$ cat src/rtl/debounce_pkg.sv
// Shared types and defaults for the switch/button debouncer.
package debounce_pkg;

  localparam int unsigned DEFAULT_CNT_BITS = 20;

  typedef enum logic [1:0] {
    ZERO  = 2'd0,
    WAIT1 = 2'd1,
    ONE   = 2'd2,
    WAIT0 = 2'd3
  } db_state_t;

endpackage

$ cat src/rtl/debounce_channel.sv
// Single-bit debouncer: two-flop synchronizer, four-state debounce FSM with a
// stability counter, and registered level/tick/toggle outputs.
module debounce_channel
  import debounce_pkg::*;
#(
  parameter int unsigned CNT_BITS = DEFAULT_CNT_BITS
) (
  input  logic clk,
  input  logic rst_n,
  input  logic raw,
  output logic db_level,
  output logic rise_tick,
  output logic fall_tick,
  output logic toggle
);

  localparam logic [CNT_BITS-1:0] CNT_MAX  = {CNT_BITS{1'b1}};
  localparam logic [CNT_BITS-1:0] CNT_ZERO = '0;
  localparam logic [CNT_BITS-1:0] CNT_ONE  = CNT_BITS'(1);

  logic [1:0]          sync_q;
  logic                s;
  db_state_t           state_q, state_d;
  logic [CNT_BITS-1:0] cnt_q, cnt_d;
  logic                db_d, rise_d, fall_d, toggle_d;

  assign s = sync_q[1];

  // Synchronizer for the asynchronous raw level
  always_ff @(posedge clk or negedge rst_n) begin
    if (!rst_n) begin
      sync_q <= 2'b00;
    end else begin
      sync_q <= {sync_q[0], raw};
    end
  end

  // State, counter and output registers
  always_ff @(posedge clk or negedge rst_n) begin
    if (!rst_n) begin
      state_q   <= ZERO;
      cnt_q     <= CNT_ZERO;
      db_level  <= 1'b0;
      rise_tick <= 1'b0;
      fall_tick <= 1'b0;
      toggle    <= 1'b0;
    end else begin
      state_q   <= state_d;
      cnt_q     <= cnt_d;
      db_level  <= db_d;
      rise_tick <= rise_d;
      fall_tick <= fall_d;
      toggle    <= toggle_d;
    end
  end

  // Next-state and next-output logic; an aborted wait leaves outputs alone
  always_comb begin
    state_d  = state_q;
    cnt_d    = cnt_q;
    db_d     = db_level;
    rise_d   = 1'b0;
    fall_d   = 1'b0;
    toggle_d = toggle;

    case (state_q)
      ZERO: begin
        if (s) begin
          state_d = WAIT1;
          cnt_d   = CNT_MAX;
        end
      end
      WAIT1: begin
        if (!s) begin
          state_d = ZERO;
        end else if (cnt_q != CNT_ZERO) begin
          cnt_d = cnt_q - CNT_ONE;
        end else begin
          state_d  = ONE;
          db_d     = 1'b1;
          rise_d   = 1'b1;
          toggle_d = ~toggle;
        end
      end
      ONE: begin
        if (!s) begin
          state_d = WAIT0;
          cnt_d   = CNT_MAX;
        end
      end
      WAIT0: begin
        if (s) begin
          state_d = ONE;
        end else if (cnt_q != CNT_ZERO) begin
          cnt_d = cnt_q - CNT_ONE;
        end else begin
          state_d = ZERO;
          db_d    = 1'b0;
          fall_d  = 1'b1;
        end
      end
      default: begin
        state_d = ZERO;
      end
    endcase
  end

endmodule

$ cat src/rtl/input_debouncer.sv
// W independent debounce channels; the top only splits and regroups the buses.
module input_debouncer
  import debounce_pkg::*;
#(
  parameter int unsigned W        = 2,
  parameter int unsigned CNT_BITS = DEFAULT_CNT_BITS
) (
  input  logic         clk,
  input  logic         rst_n,
  input  logic [W-1:0] raw_in,
  output logic [W-1:0] db_level,
  output logic [W-1:0] rise_tick,
  output logic [W-1:0] fall_tick,
  output logic [W-1:0] toggle
);

  for (genvar i = 0; i < W; i++) begin : g_ch
    debounce_channel #(
      .CNT_BITS (CNT_BITS)
    ) u_ch (
      .clk       (clk),
      .rst_n     (rst_n),
      .raw       (raw_in[i]),
      .db_level  (db_level[i]),
      .rise_tick (rise_tick[i]),
      .fall_tick (fall_tick[i]),
      .toggle    (toggle[i])
    );
  end

endmodule
$ cat config.mk
export PLATFORM = sky130hd
export DESIGN_NAME = input_debouncer
export DESIGN_NICKNAME = d
export VERILOG_FILES = /design/src/rtl/debounce_pkg.sv /design/src/rtl/debounce_channel.sv /design/src/rtl/input_debouncer.sv
export SDC_FILE = /design/constraint.sdc
export NUM_CORES = 1
export LEC_CHECK = 0
export CAP_MARGIN = 20
export CORE_MARGIN = 2
export CORE_UTILIZATION = 35
export CTS_CLUSTER_DIAMETER = 60
export DETAILED_ROUTE_END_ITERATION = 16
export PLACE_DENSITY = 0.59
export SETUP_SLACK_MARGIN = 0.5
export SKIP_LAST_GASP = 1
export SYNTH_ARGS = -nofsm -noshare
export SYNTH_HDL_FRONTEND = slang
export SYNTH_SLANG_ARGS = --single-unit
$ cat constraint.sdc
create_clock -name clk -period 2.2 [get_ports clk]
set_input_delay 0.55 -clock clk [delete_from_list [all_inputs] [get_ports clk]]
set_output_delay 0.55 -clock clk [all_outputs]
set_load 0.02 [all_outputs]
==> reports/results.env, run 1 <==
GRT_SETUP_UNREPAIRED='yes'
SYNTH_TOP_CELL_AREA_SHARE_PCT=47.3
CPMOSTUSEDCELL='buf_4'
CRIT_PATH_TOP_DELAY_CELL='or4_4'
DRC_ERRORS=0
GRT_FIRST_PASS_WIRELENGTH_MICRONS=10800
SYNTH_ENABLE_FLOP_CELLS=0
HOLD_CLASS='in2async'
NETLIST.TOP_CELL.BY_AREA='dfrtp_1'
DOMINANTREGCELLSYNTH='dfrtp_1'
PORTBUFFERS=11
DESIGN.DIE.AREA_SQ_UM=9220
GRT_PASS1_VIAS=2302
CRITICAL_PATH_CELL_SEQUENCE='or4_4 > buf_4 > buf_6 > nor2_4 > nand4_1 > buf_4 > o21ai_1 > o31a_1'
SYNTH_AREA_PER_CELL_SQ_UM=10.5
DRT_FIRST_PASS_ITERS=4
REMAINING_ANTENNA_VIOLATION_COUNT=0
P_LEAK_nW=1.52
ENDPOINT_KIND='register'
CLKSINKCOUNT=56
SYNTHESIS.NETS=291
CRITICAL_PATH_REQUIRED_PS=2460
NUMBER_OF_MAX_CAP_VIOLATIONS=0
TIMING.FINAL.CRIT_PERIOD_PS=2040
SLEW_HEADROOM_PCT=72.2
CLOCK_TREE.HTREE_LEVEL_COUNT=2
FINAL-SETUP-VIOL-COUNT=0
SYNTH_SIMPLE_GATE_AREA_SHARE_PCT=26.4
ANTENNA_FOUND_INITIAL=0
AREA_DELTA_SYNTH_FINAL_PCT=40.6
PRE_CTS_SLACK_PS=186
NUM_ROWS=33
FMAX_MHz=490
CLOCKROOTBUFFER='clkbuf_8'
YS_SEQ_AREA_SHARE_PCT=47.3
PATH_CLK_SLEW_PS=110
TIGHTEST_SLEW_PS=415
POSTSYNTHCELLCOUNT=283
HPWL_MICRONS=4010
YOSYS.AREA_SHARE.XOR_XNOR_PCT=7.93
SHARE_OF_CELLS_ABOVE_DRIVE_STRENGTH_1_PCT=43.6
PLACED_AREA_SQ_UM=3290
FINAL_CRITICAL_PATH_SETUP_SLACK_PS=158
YS_WARN_COUNT=0
POST-ROUTE-UTIL_PCT=50.7
CTS-BUFFERS-INSERTED=5
YS_TOP_CELLS_BY_AREA='dfrtp_1 (47%), xnor2_1 (5.6%), nand2_1 (4.3%)'
CRIT_ARRIVAL_PS=2300
GP_CONGESTION=0.790
GLOBALROUTE.TOTALOVERFLOW=0
ELEMENT_TYPE_AT_THE_CRITICAL_PATH_START='register'
SYNTH_TOP_FAMILY_BY_AREA='simple AND/OR/NAND/NOR gates'
TIMING.FINAL.HOLD_VIOLATIONS=0
PATH_CLASS='reg2reg'
FIN_SKEW_PS=7.82
VIAS=2362
FINAL_MIN_PERIOD_OVER_CLOCK_PERIOD_PCT=92.8
WORST_SKEW_PAIR.LATE_LATENCY_PS=310
QUANTITY_OF_HOLD_FIXING_BUFFERS_ADDED_AFTER_CTS=0
DETAIL_ROUTE.WL_PER_CELL_MICRONS=14.9
CLK_PATH_BUF_DEPTH=2
TIMING.FINAL.MAX_SLEW_VIOLATIONS=0
FIN_NETS=353
DIE-HEIGHT_MICRONS=96.0
GLOBAL_ROUTE.USAGE.TOTAL_PCT=14.9
INITIAL_CORE_UTIL_PCT=36.1
PWR_DENSITY_CELL_nW_PER_UM2=472
LARGEST_NET_DEGREE_AT_THE_START_OF_GLOBAL_ROUTING=47
SYNTHADDERAREAFRAC_PCT=1.69
FLOORPLAN.CORE_AREA_SQ_UM=8220
INSERTEDDIODECOUNT=0
FINALINSTANCEAREA_SQ_UM=4170
POWER.IR.VDD_WORST_uV=285
SYNTH.TOP_CELLS.BY_COUNT='dfrtp_1 (56), nand2_1 (34), xnor2_1 (19)'
DIE_X_MICRONS=96.0
STATUS='complete, no violations'
SYNTH.CELL_AREA_SQ_UM=2970
YS_FF_LATCH=56
SYNTH-COMPOUND-AREA-SHARE_PCT=11.4
CPPEAKSTAGEDELAY_PS=560
POST_LAYOUT_NONFILLER_INSTANCES=451
PLACED_CELLS=394
SYNTH_ASYNC_SR_FLOP_SHARE_PCT=100
VIAS_PER_CELL=5.24
TOP_COUNT_CELL_POST_SYNTH='dfrtp_1'
WORST_PATH_MAXIMUM_FANOUT=3
FINALWIRELENGTH_MICRONS=6720
TIMING.CRITICAL_PATH.MAX_DELAY_FAMILY='simple AND/OR/NAND/NOR gates'
TRITONCTS='built'
NUM_IO_PINS=12
YS_TYPES=61
DRT_FIRST_ITER_VIOLATIONS=49
MUX_SHARE_OF_POST_SYNTHESIS_CELL_AREA_PCT=0
FILL_CELLS=697
PATH_BUF_INV=3
FIN_TNS_SETUP_PS=0
## layout by cell type (no fill, tap or decap), types with 4 or more instances in the layout
master	instances
or4_4	5
nor2_1	12
dfrtp_1	50
buf_6	14
buf_4	43
inv_2	4
dlygate4sd2_1	8
or3_1	7
nand3_1	8
o21ai_1	5
nand4_1	5
o21ai_0	5
nor4_4	7
inv_1	4
dfrtp_2	6
xnor2_1	19
xor2_1	5
nand2_1	32
clkbuf_8	6
## worst reg2reg max path, stage by stage, from the launching register on
cell and delay [ps]:
dfrtp_2 410, or4_4 560, buf_4 160, buf_6 120, nor2_4 110, nand4_1 150
buf_4 190, o21ai_1 150, o31a_1 160
## flip-flops by register name (all words and copies together) (netlist names), named ones only
signal and cells:
g_ch.u_ch.cnt_q 40, g_ch.u_ch.db_level 2, g_ch.u_ch.fall_tick 2, g_ch.u_ch.rise_tick 2, g_ch.u_ch.state_q 2, g_ch.u_ch.sync_q 4, g_ch.u_ch.toggle 2
## routing by layer
metal  part of all wire [%]  track usage (%)  wire, microns  vias up
li1                       -                -              -     1142
met3                    1.4             2.74             96        8
met1                     45             18.6           3000     1198
met4                    1.4             4.76             95        0
met2                     52             25.9           3530       14
met5                      0                0              0        -
## cell families (layout without fill, tap and decap cells)
group	count (synthesis)	after routing
AO/OA/AOI/OAI	47	47
XOR/XNOR	26	26
adder cells (fa/ha/maj)	4	4
buffers and inverters	25	88
flip-flops	56	56
AND/OR/NAND/NOR	125	125
## per-stage QoR
stage,hold WS (ps),power (mW)
finish,92.6,1.97
global route,90.6,2.06
CTS,96.0,1.96
detailed placement,340,1.30
global placement,333,1.29
floorplan,254,1.23
## what timing repair did
action	in CTS	in global routing
pin swaps	36	34
buffers inserted	33	15
gates resized for setup	61	37
gates cloned	1	0
setup endpoints to repair	56	51
## where the power goes
part / switching, mW / leakage (nW) / internal, mW
registers: 0.0445 / 0.565 / 1.06
clock network: 0.358 / 0.0516 / 0.259
logic: 0.128 / 0.899 / 0.116
total: 0.531 / 1.52 / 1.44
## final cells by class
| cell class | count | area, sq um | area share (%) |
|---|---|---|---|
| Multi-Input combinational cell | 202 | 1850 | 44.4 |
| Sequential cell | 56 | 1410 | 33.8 |
| Timing Repair Buffer | 72 | 651 | 15.6 |
| Tap cell | 105 | 131 | 3.15 |
| Clock buffer | 6 | 82.6 | 1.98 |
| Inverter | 8 | 30.0 | 0.720 |
| Clock inverter | 2 | 13.8 | 0.330 |
## path summary, 6_finish.rpt
path,startpoint,to,slack [ps],depth (start not counted)
hold reg to reg,g_ch[0].u_ch.sync_q[0]$_DFF_PN0_,g_ch[0].u_ch.sync_q[1]$_DFF_PN0_,360,0
max in group asynchronous,rst_n,g_ch[0].u_ch.cnt_q[3]$_DFFE_PN0P_,1560,2
min in group clk,g_ch[0].u_ch.sync_q[0]$_DFF_PN0_,g_ch[0].u_ch.sync_q[1]$_DFF_PN0_,360,0
setup / recovery,g_ch[0].u_ch.cnt_q[4]$_DFFE_PN0P_,g_ch[0].u_ch.cnt_q[11]$_DFFE_PN0P_,160,8
setup reg to reg,g_ch[0].u_ch.cnt_q[4]$_DFFE_PN0P_,g_ch[0].u_ch.cnt_q[11]$_DFFE_PN0P_,160,8
hold / removal,rst_n,g_ch[1].u_ch.cnt_q[4]$_DFFE_PN0P_,90,1
Note: power is estimated with default switching activity, not from simulation.
==> run 2, diff against run 1 <==
--- a/config.mk
+++ b/config.mk
@@ -5,6 +5,7 @@
 export SDC_FILE = /design/constraint.sdc
 export NUM_CORES = 1
 export LEC_CHECK = 0
+export ABC_CLOCK_PERIOD_IN_PS = 2200
 export CAP_MARGIN = 20
 export CORE_MARGIN = 2
 export CORE_UTILIZATION = 35
==> results of run 2 <==
No change in the layout: final DEF, timing and power equal those of run 1.
